$ cat src/rtl/tlb_ctrl_pkg.sv
// Shared types and constants for the CP0 TLB register block.
package tlb_ctrl_pkg;

  typedef enum logic [1:0] {
    TLBP  = 2'd0,
    TLBR  = 2'd1,
    TLBWI = 2'd2,
    TLBWR = 2'd3
  } tlb_op_e;

  typedef enum logic [1:0] {
    IDLE  = 2'd0,
    ISSUE = 2'd1,
    DONE  = 2'd2
  } tlb_state_e;

  // CP0 register numbers
  localparam logic [4:0] CP0_INDEX    = 5'd0;
  localparam logic [4:0] CP0_RANDOM   = 5'd1;
  localparam logic [4:0] CP0_ENTRYLO0 = 5'd2;
  localparam logic [4:0] CP0_ENTRYLO1 = 5'd3;
  localparam logic [4:0] CP0_CONTEXT  = 5'd4;
  localparam logic [4:0] CP0_PAGEMASK = 5'd5;
  localparam logic [4:0] CP0_WIRED    = 5'd6;
  localparam logic [4:0] CP0_BADVADDR = 5'd8;
  localparam logic [4:0] CP0_ENTRYHI  = 5'd10;

  // Software-writable bit masks; bits outside a mask are read-only
  localparam logic [31:0] ENTRYLO_WMASK  = 32'h3FFF_FFFF;
  localparam logic [31:0] CONTEXT_WMASK  = 32'hFF80_0000;
  localparam logic [31:0] PAGEMASK_WMASK = 32'h1FFF_E000;
  localparam logic [31:0] ENTRYHI_WMASK  = 32'hFFFF_E0FF;
  localparam logic [31:0] INDEX_P_BIT    = 32'h8000_0000;

  // Mask with the low w bits set (Index / Wired field width)
  function automatic logic [31:0] low_mask(input int unsigned w);
    return (32'h1 << w) - 32'h1;
  endfunction

endpackage

$ cat src/rtl/tlb_random_ctr.sv
// Wired register and the free-running Random replacement counter.
module tlb_random_ctr
  import tlb_ctrl_pkg::*;
#(
  parameter int TLB_LINE  = 32,
  parameter int TLB_WIDTH = 5
) (
  input  logic                 clk,
  input  logic                 rst,
  input  logic                 wired_we,
  input  logic [TLB_WIDTH-1:0] wired_wdata,
  output logic [TLB_WIDTH-1:0] random,
  output logic [TLB_WIDTH-1:0] wired
);

  localparam logic [TLB_WIDTH-1:0] TOP = TLB_WIDTH'(TLB_LINE - 1);

  logic [TLB_WIDTH-1:0] random_q, random_d;
  logic [TLB_WIDTH-1:0] wired_q, wired_d;

  // Random counts down from TOP to Wired, then wraps; a Wired write restarts it
  always_comb begin
    wired_d = wired_we ? wired_wdata : wired_q;
    if (wired_we)                random_d = TOP;
    else if (wired_q >= TOP)     random_d = TOP;
    else if (random_q == wired_q) random_d = TOP;
    else                         random_d = random_q - 1'b1;
  end

  // Counter and Wired state
  always_ff @(posedge clk) begin
    if (rst) begin
      random_q <= TOP;
      wired_q  <= '0;
    end else begin
      random_q <= random_d;
      wired_q  <= wired_d;
    end
  end

  assign random = random_q;
  assign wired  = wired_q;

endmodule

$ cat src/rtl/cp0_tlb_ctrl.sv
// CP0 TLB register set, TLB instruction sequencer and exception address capture.
// Handshake: a request is accepted on the edge where tlb_op_valid && tlb_op_ready;
// valid while not ready is ignored, so the requester holds valid until accepted.
module cp0_tlb_ctrl
  import tlb_ctrl_pkg::*;
#(
  parameter int TLB_LINE  = 32,
  parameter int TLB_WIDTH = 5
) (
  input  logic        clk,
  input  logic        rst,
  input  logic        cp0_we,
  input  logic [4:0]  cp0_waddr,
  input  logic [31:0] cp0_wdata,
  input  logic [4:0]  cp0_raddr,
  output logic [31:0] cp0_rdata,
  input  logic        tlb_op_valid,
  input  logic [1:0]  tlb_op,
  output logic        tlb_op_ready,
  output logic        tlb_op_done,
  input  logic        tlb_exc,
  input  logic [31:0] exc_vaddr,
  output logic [31:0] mmu_pagemask,
  output logic [31:0] mmu_entrylo0,
  output logic [31:0] mmu_entrylo1,
  output logic [31:0] mmu_entryhi,
  output logic [31:0] mmu_index,
  output logic [31:0] mmu_random,
  output logic        mmu_tlbp,
  output logic        mmu_tlbr,
  output logic        mmu_tlbwi,
  output logic        mmu_tlbwr,
  input  logic [31:0] mmu_pagemask_i,
  input  logic [31:0] mmu_entrylo0_i,
  input  logic [31:0] mmu_entrylo1_i,
  input  logic [31:0] mmu_entryhi_i,
  input  logic [31:0] mmu_index_i,
  output logic [1:0]  dbg_state_o
);

  localparam logic [31:0] IDX_WMASK = low_mask(TLB_WIDTH);

  tlb_state_e state_q;
  tlb_op_e    op_q;
  logic       ready_q, done_q;
  logic       tlbp_q, tlbr_q, tlbwi_q, tlbwr_q;

  logic [31:0] index_q, index_d;
  logic [31:0] entrylo0_q, entrylo0_d;
  logic [31:0] entrylo1_q, entrylo1_d;
  logic [31:0] context_q, context_d;
  logic [31:0] pagemask_q, pagemask_d;
  logic [31:0] badvaddr_q, badvaddr_d;
  logic [31:0] entryhi_q, entryhi_d;

  logic                 wired_we;
  logic [TLB_WIDTH-1:0] random, wired;

  assign wired_we = cp0_we && (cp0_waddr == CP0_WIRED);

  tlb_random_ctr #(.TLB_LINE(TLB_LINE), .TLB_WIDTH(TLB_WIDTH)) u_random (
    .clk         (clk),
    .rst         (rst),
    .wired_we    (wired_we),
    .wired_wdata (cp0_wdata[TLB_WIDTH-1:0]),
    .random      (random),
    .wired       (wired)
  );

  // Next register values: mtc0 first, then TLB capture, then exception, so later wins per bit
  always_comb begin
    index_d    = index_q;
    entrylo0_d = entrylo0_q;
    entrylo1_d = entrylo1_q;
    context_d  = context_q;
    pagemask_d = pagemask_q;
    badvaddr_d = badvaddr_q;
    entryhi_d  = entryhi_q;
    if (cp0_we) begin
      case (cp0_waddr)
        CP0_INDEX:    index_d    = (index_q & ~IDX_WMASK) | (cp0_wdata & IDX_WMASK);
        CP0_ENTRYLO0: entrylo0_d = cp0_wdata & ENTRYLO_WMASK;
        CP0_ENTRYLO1: entrylo1_d = cp0_wdata & ENTRYLO_WMASK;
        CP0_CONTEXT:  context_d  = (context_q & ~CONTEXT_WMASK) | (cp0_wdata & CONTEXT_WMASK);
        CP0_PAGEMASK: pagemask_d = cp0_wdata & PAGEMASK_WMASK;
        CP0_ENTRYHI:  entryhi_d  = cp0_wdata & ENTRYHI_WMASK;
        default: ;
      endcase
    end
    if (state_q == ISSUE) begin
      case (op_q)
        TLBP: index_d = mmu_index_i[31] ? INDEX_P_BIT : (mmu_index_i & IDX_WMASK);
        TLBR: begin
          entryhi_d  = mmu_entryhi_i & ENTRYHI_WMASK;
          entrylo0_d = mmu_entrylo0_i & ENTRYLO_WMASK;
          entrylo1_d = mmu_entrylo1_i & ENTRYLO_WMASK;
          pagemask_d = mmu_pagemask_i & PAGEMASK_WMASK;
        end
        default: ;
      endcase
    end
    if (tlb_exc) begin
      badvaddr_d           = exc_vaddr;
      entryhi_d[31:13]     = exc_vaddr[31:13];
      context_d[22:4]      = exc_vaddr[31:13];
    end
  end

  // Register file state
  always_ff @(posedge clk) begin
    if (rst) begin
      index_q    <= '0;
      entrylo0_q <= '0;
      entrylo1_q <= '0;
      context_q  <= '0;
      pagemask_q <= '0;
      badvaddr_q <= '0;
      entryhi_q  <= '0;
    end else begin
      index_q    <= index_d;
      entrylo0_q <= entrylo0_d;
      entrylo1_q <= entrylo1_d;
      context_q  <= context_d;
      pagemask_q <= pagemask_d;
      badvaddr_q <= badvaddr_d;
      entryhi_q  <= entryhi_d;
    end
  end

  // TLB instruction sequencer: IDLE -> ISSUE (one strobe) -> DONE (done pulse)
  always_ff @(posedge clk) begin
    if (rst) begin
      state_q <= IDLE;
      op_q    <= TLBP;
      ready_q <= 1'b1;
      done_q  <= 1'b0;
      tlbp_q  <= 1'b0;
      tlbr_q  <= 1'b0;
      tlbwi_q <= 1'b0;
      tlbwr_q <= 1'b0;
    end else begin
      case (state_q)
        IDLE: begin
          if (tlb_op_valid) begin
            op_q    <= tlb_op_e'(tlb_op);
            state_q <= ISSUE;
            ready_q <= 1'b0;
            tlbp_q  <= (tlb_op_e'(tlb_op) == TLBP);
            tlbr_q  <= (tlb_op_e'(tlb_op) == TLBR);
            tlbwi_q <= (tlb_op_e'(tlb_op) == TLBWI);
            tlbwr_q <= (tlb_op_e'(tlb_op) == TLBWR);
          end
        end
        ISSUE: begin
          tlbp_q  <= 1'b0;
          tlbr_q  <= 1'b0;
          tlbwi_q <= 1'b0;
          tlbwr_q <= 1'b0;
          done_q  <= 1'b1;
          state_q <= DONE;
        end
        DONE: begin
          done_q  <= 1'b0;
          ready_q <= 1'b1;
          state_q <= IDLE;
        end
        default: begin
          state_q <= IDLE;
          ready_q <= 1'b1;
          done_q  <= 1'b0;
        end
      endcase
    end
  end

  // mfc0 read mux, showing pre-edge register state
  always_comb begin
    case (cp0_raddr)
      CP0_INDEX:    cp0_rdata = index_q;
      CP0_RANDOM:   cp0_rdata = {{(32-TLB_WIDTH){1'b0}}, random};
      CP0_ENTRYLO0: cp0_rdata = entrylo0_q;
      CP0_ENTRYLO1: cp0_rdata = entrylo1_q;
      CP0_CONTEXT:  cp0_rdata = context_q;
      CP0_PAGEMASK: cp0_rdata = pagemask_q;
      CP0_WIRED:    cp0_rdata = {{(32-TLB_WIDTH){1'b0}}, wired};
      CP0_BADVADDR: cp0_rdata = badvaddr_q;
      CP0_ENTRYHI:  cp0_rdata = entryhi_q;
      default:      cp0_rdata = 32'h0;
    endcase
  end

  assign tlb_op_ready = ready_q;
  assign tlb_op_done  = done_q;
  assign mmu_tlbp     = tlbp_q;
  assign mmu_tlbr     = tlbr_q;
  assign mmu_tlbwi    = tlbwi_q;
  assign mmu_tlbwr    = tlbwr_q;
  assign mmu_index    = index_q;
  assign mmu_random   = {{(32-TLB_WIDTH){1'b0}}, random};
  assign mmu_entrylo0 = entrylo0_q;
  assign mmu_entrylo1 = entrylo1_q;
  assign mmu_entryhi  = entryhi_q;
  assign mmu_pagemask = pagemask_q;
  assign dbg_state_o  = state_q;

endmodule

$ cat config.mk
export PLATFORM = sky130hd
export DESIGN_NAME = cp0_tlb_ctrl
export DESIGN_NICKNAME = d
export VERILOG_FILES = /design/src/rtl/tlb_ctrl_pkg.sv /design/src/rtl/tlb_random_ctr.sv /design/src/rtl/cp0_tlb_ctrl.sv
export SDC_FILE = /design/constraint.sdc
export NUM_CORES = 1
export LEC_CHECK = 0
export ABC_AREA = 1
export ABC_CLOCK_PERIOD_IN_PS = 3030
export CORE_AREA = 2 2 182 184
export DETAILED_ROUTE_END_ITERATION = 12
export DIE_AREA = 0 0 184 186
export PLACE_DENSITY_LB_ADDON = 0.25
export SLEW_MARGIN = 20
export SYNTH_ARGS = -nofsm -noshare
export SYNTH_HDL_FRONTEND = slang
export SYNTH_SLANG_ARGS = --single-unit
$ cat constraint.sdc
create_clock -name clk -period 3.03 [get_ports clk]
set_input_delay 0.606 -clock clk [delete_from_list [all_inputs] [get_ports clk]]
set_output_delay 0.606 -clock clk [all_outputs]
set_load 0.05 [all_outputs]
==> metrics <==
TritonCTS Sinks 214; PnR worst setup slack 0.253 ns; Die Area ~34000 um2; final non-filler cell total 2432; Fill cells 3133; GR Util All Layers 0.282; status finished, final reports clean; post-detailed-route count of antenna-violating nets 0; Core Region 32200 um2; crit share post-route 0.917; Worst Hold Class reg2reg; Synth Register Bits 214; first-pass GRT wire length just over 70 mm; final net count about 2200; Slew HR 0.449; Routed WL 49.8 mm; wire per inst 20.5 um; RSZ-0062 raised after global routing no; commonest non-fill, non-tap cell in the layout nand2_1; Hold Path Sink context_q[27]; vias per cell 5.04; Die Width approximately 180 um; Avg Inst Size Synth 6.82 um2; synth unique cells 35; Cells after DPL 2375; clk_skew 0.0110 ns; Worst Setup SP cp0_raddr[4]; Site Rows 66; Port Buffers 368; Top FF cell, synth dfxtp_1; post-DP HPWL between 30 and 40 mm; delay of the slowest cell on the worst path 0.30 ns; crit start category primary input; Slew Viols, Final 0; EDFF count, synth 0; Mapped Cells 1626; Pre-antenna DRT Iters 5; critical path type in2out; CTS tree done; commonest cells after routing, fill and taps aside nand2_1, clkdlybuf4s50_1, dfxtp_1; clk buf depth 3; die height 186 um; Worst R2R End mmu_pagemask[21]; root buffer cell clkbuf_16; hold path cells 2; cts bufs inserted 26; Yosys Warn Count 0; Post-Syn Area ~11000 um2; io pins 473; Critical Path Slowest Stage Cell dlygate4sd2_1; reg2reg setup slack 0.90 ns; PD cells 467 nW/um2; depth of the most critical reg-to-reg path 5; VDD IR max around 430 uV; CP Max Fanout 18; Final setup violation count 0; Async S/R FF share, synth 0; Pleak 7.69 nW; global route total overflow 0; Worst Hold Launch context_q[27]; crit path DAT 2.17 ns; Design Area, Final 16700 um2; R2R Path Start dbg_state_o[1]; endpoints failing hold 0; Clock transition at path regs 0.06 ns; CP Data Required Time approximately 2.4 ns; htree depth 1; Area growth syn-to-layout 50.7%; sequential cell area fraction in the yosys report 0.386; worst-path cell chain dlygate4sd2_1 > nor2_4 > buf_4 > nand4_2 > inv_2 > buf_12 > nand2_1 > nand2_1 > nor2_2 > buf_4 > nand3_1 > buf_12; measured slew at the worst slew-check pin about 0.83 ns; vias in the first global route 11943; Placed Area 15700 um2; Starting Density 0.344; total vias in the final route 12257; clock latency at the later pin of the worst-skew pair 0.54 ns; post-layout min period 2.78 ns; DP Worst Slack -0.0426 ns; maxcap violations 0; WHS 0.449 ns; initial antenna violation count 3; endpoint class of the critical path primary output; Max Fclk ~360 MHz; Post-route DRC 0; DRT iter0 DRCs ~1000; layout cells sized above 1 0.101; Final GP Congestion 0.894; largest net degree at the start of global routing 73
[registers in the layout (all words and copies together), names as in the netlist, 2 cells and up]
name	count
mmu_entrylo1	32
mmu_pagemask	32
context_q	28
mmu_index	6
u_random.wired	5
op_q	2
u_random.random	5
mmu_entrylo0	32
mmu_entryhi	32
badvaddr_q	32
dbg_state_o	2
[Yosys cell counts, types with 5 or more instances]
library cell / number / share of area
nand2_1: 370 / 0.13
dfxtp_1: 214 / 0.39
o21ai_0: 203 / 0.092
inv_1: 174 / 0.059
nand3_1: 119 / 0.054
a21oi_1: 97 / 0.044
o21bai_1: 92 / 0.062
nor2_1: 79 / 0.027
buf_4: 60 / 0.041
clkbuf_1: 47 / 0.016
buf_2: 38 / 0.017
a31oi_1: 32 / 0.018
nand4_1: 22 / 0.012
nor3_1: 14 / 0.0063
inv_2: 10 / 0.0034
o21ai_1: 6 / 0.0027
nor2_2: 5 / 0.0028
nor2_4: 5 / 0.0051
xnor2_1: 5 / 0.0039
[critical path, delay by kind of cell]
family | cells | cell delay [ns]
simple gates | 6 | 0.52
buf+inv | 6 | 1.02
[routing by layer]
layer  up-vias  part of all wire  GRT usage
li1       5970                 -          -
met1      5714              0.39      0.323
met2       494              0.50      0.524
met3        77             0.074     0.0612
met4         2             0.033     0.0822
met5         -           0.00024          0
[timing repair]
| action | in CTS | in global routing |
|---|---|---|
| cloned | 0 | 2 |
| setup endpoints to repair | 9 | 28 |
| hold buffers | 0 | 0 |
| buffers inserted | 0 | 5 |
| pin swaps | 0 | 4 |
| hold endpoints to repair | 0 | 0 |
| gates resized for setup | 7 | 10 |
[stage by stage]
stage / power [mW] / util / setup TNS (ns)
after detailed placement: 4.52 / 0.486 / -0.0872
final: 7.80 / 0.519 / 0
after CTS: 7.83 / 0.515 / -0.0199
after global routing: 8.06 / 0.519 / 0
after global placement: 4.51 / 0.486 / -0.178
after floorplan: 3.90 / - / 0
[how the worst max path moves through the flow]
| stage | end | slack (ns) | depth (start not counted) |
|---|---|---|---|
| 3_3_place_gp | cp0_rdata[11] | -0.05 | 9 |
| 2_1_floorplan | cp0_rdata[13] | 0.66 | 8 |
| 4_1_cts | cp0_rdata[25] | -0.02 | 11 |
| 3_5_place_dp | cp0_rdata[11] | -0.04 | 9 |
| 5_1_grt | cp0_rdata[25] | 0.17 | 12 |
| 6_report | cp0_rdata[25] | 0.25 | 12 |
[kinds of logic (layout without fill, tap and decap cells)]
group           after synthesis  after routing  synth area share
compound gates              436            436             0.222
flops                       214            214             0.386
buf+inv                     340            684             0.143
other cells                   1             55          0.000338
xor+xnor                      6              6           0.00474
simple gates                628            628             0.243
fa+ha+maj                     1              1           0.00113
[report_power, final]
part           internal [mW]  switching (mW)  leakage [nW]
Combinational          0.555           0.902          5.50
Clock                   2.01            1.31         0.452
Sequential              2.93          0.0975          1.75
[layout make-up]
class,instances,area [um2],area share
Multi-Input combinational cell,1124,5470,0.327
Clock inverter,18,203,0.0121
Sequential cell,214,4280,0.256
Clock buffer,30,707,0.0423
Timing Repair Buffer,451,4840,0.289
Inverter,185,696,0.0416
Tap cell,408,510,0.0305
Antenna cell,2,5.00,0.000299
Power figures use the tool's default switching activity.
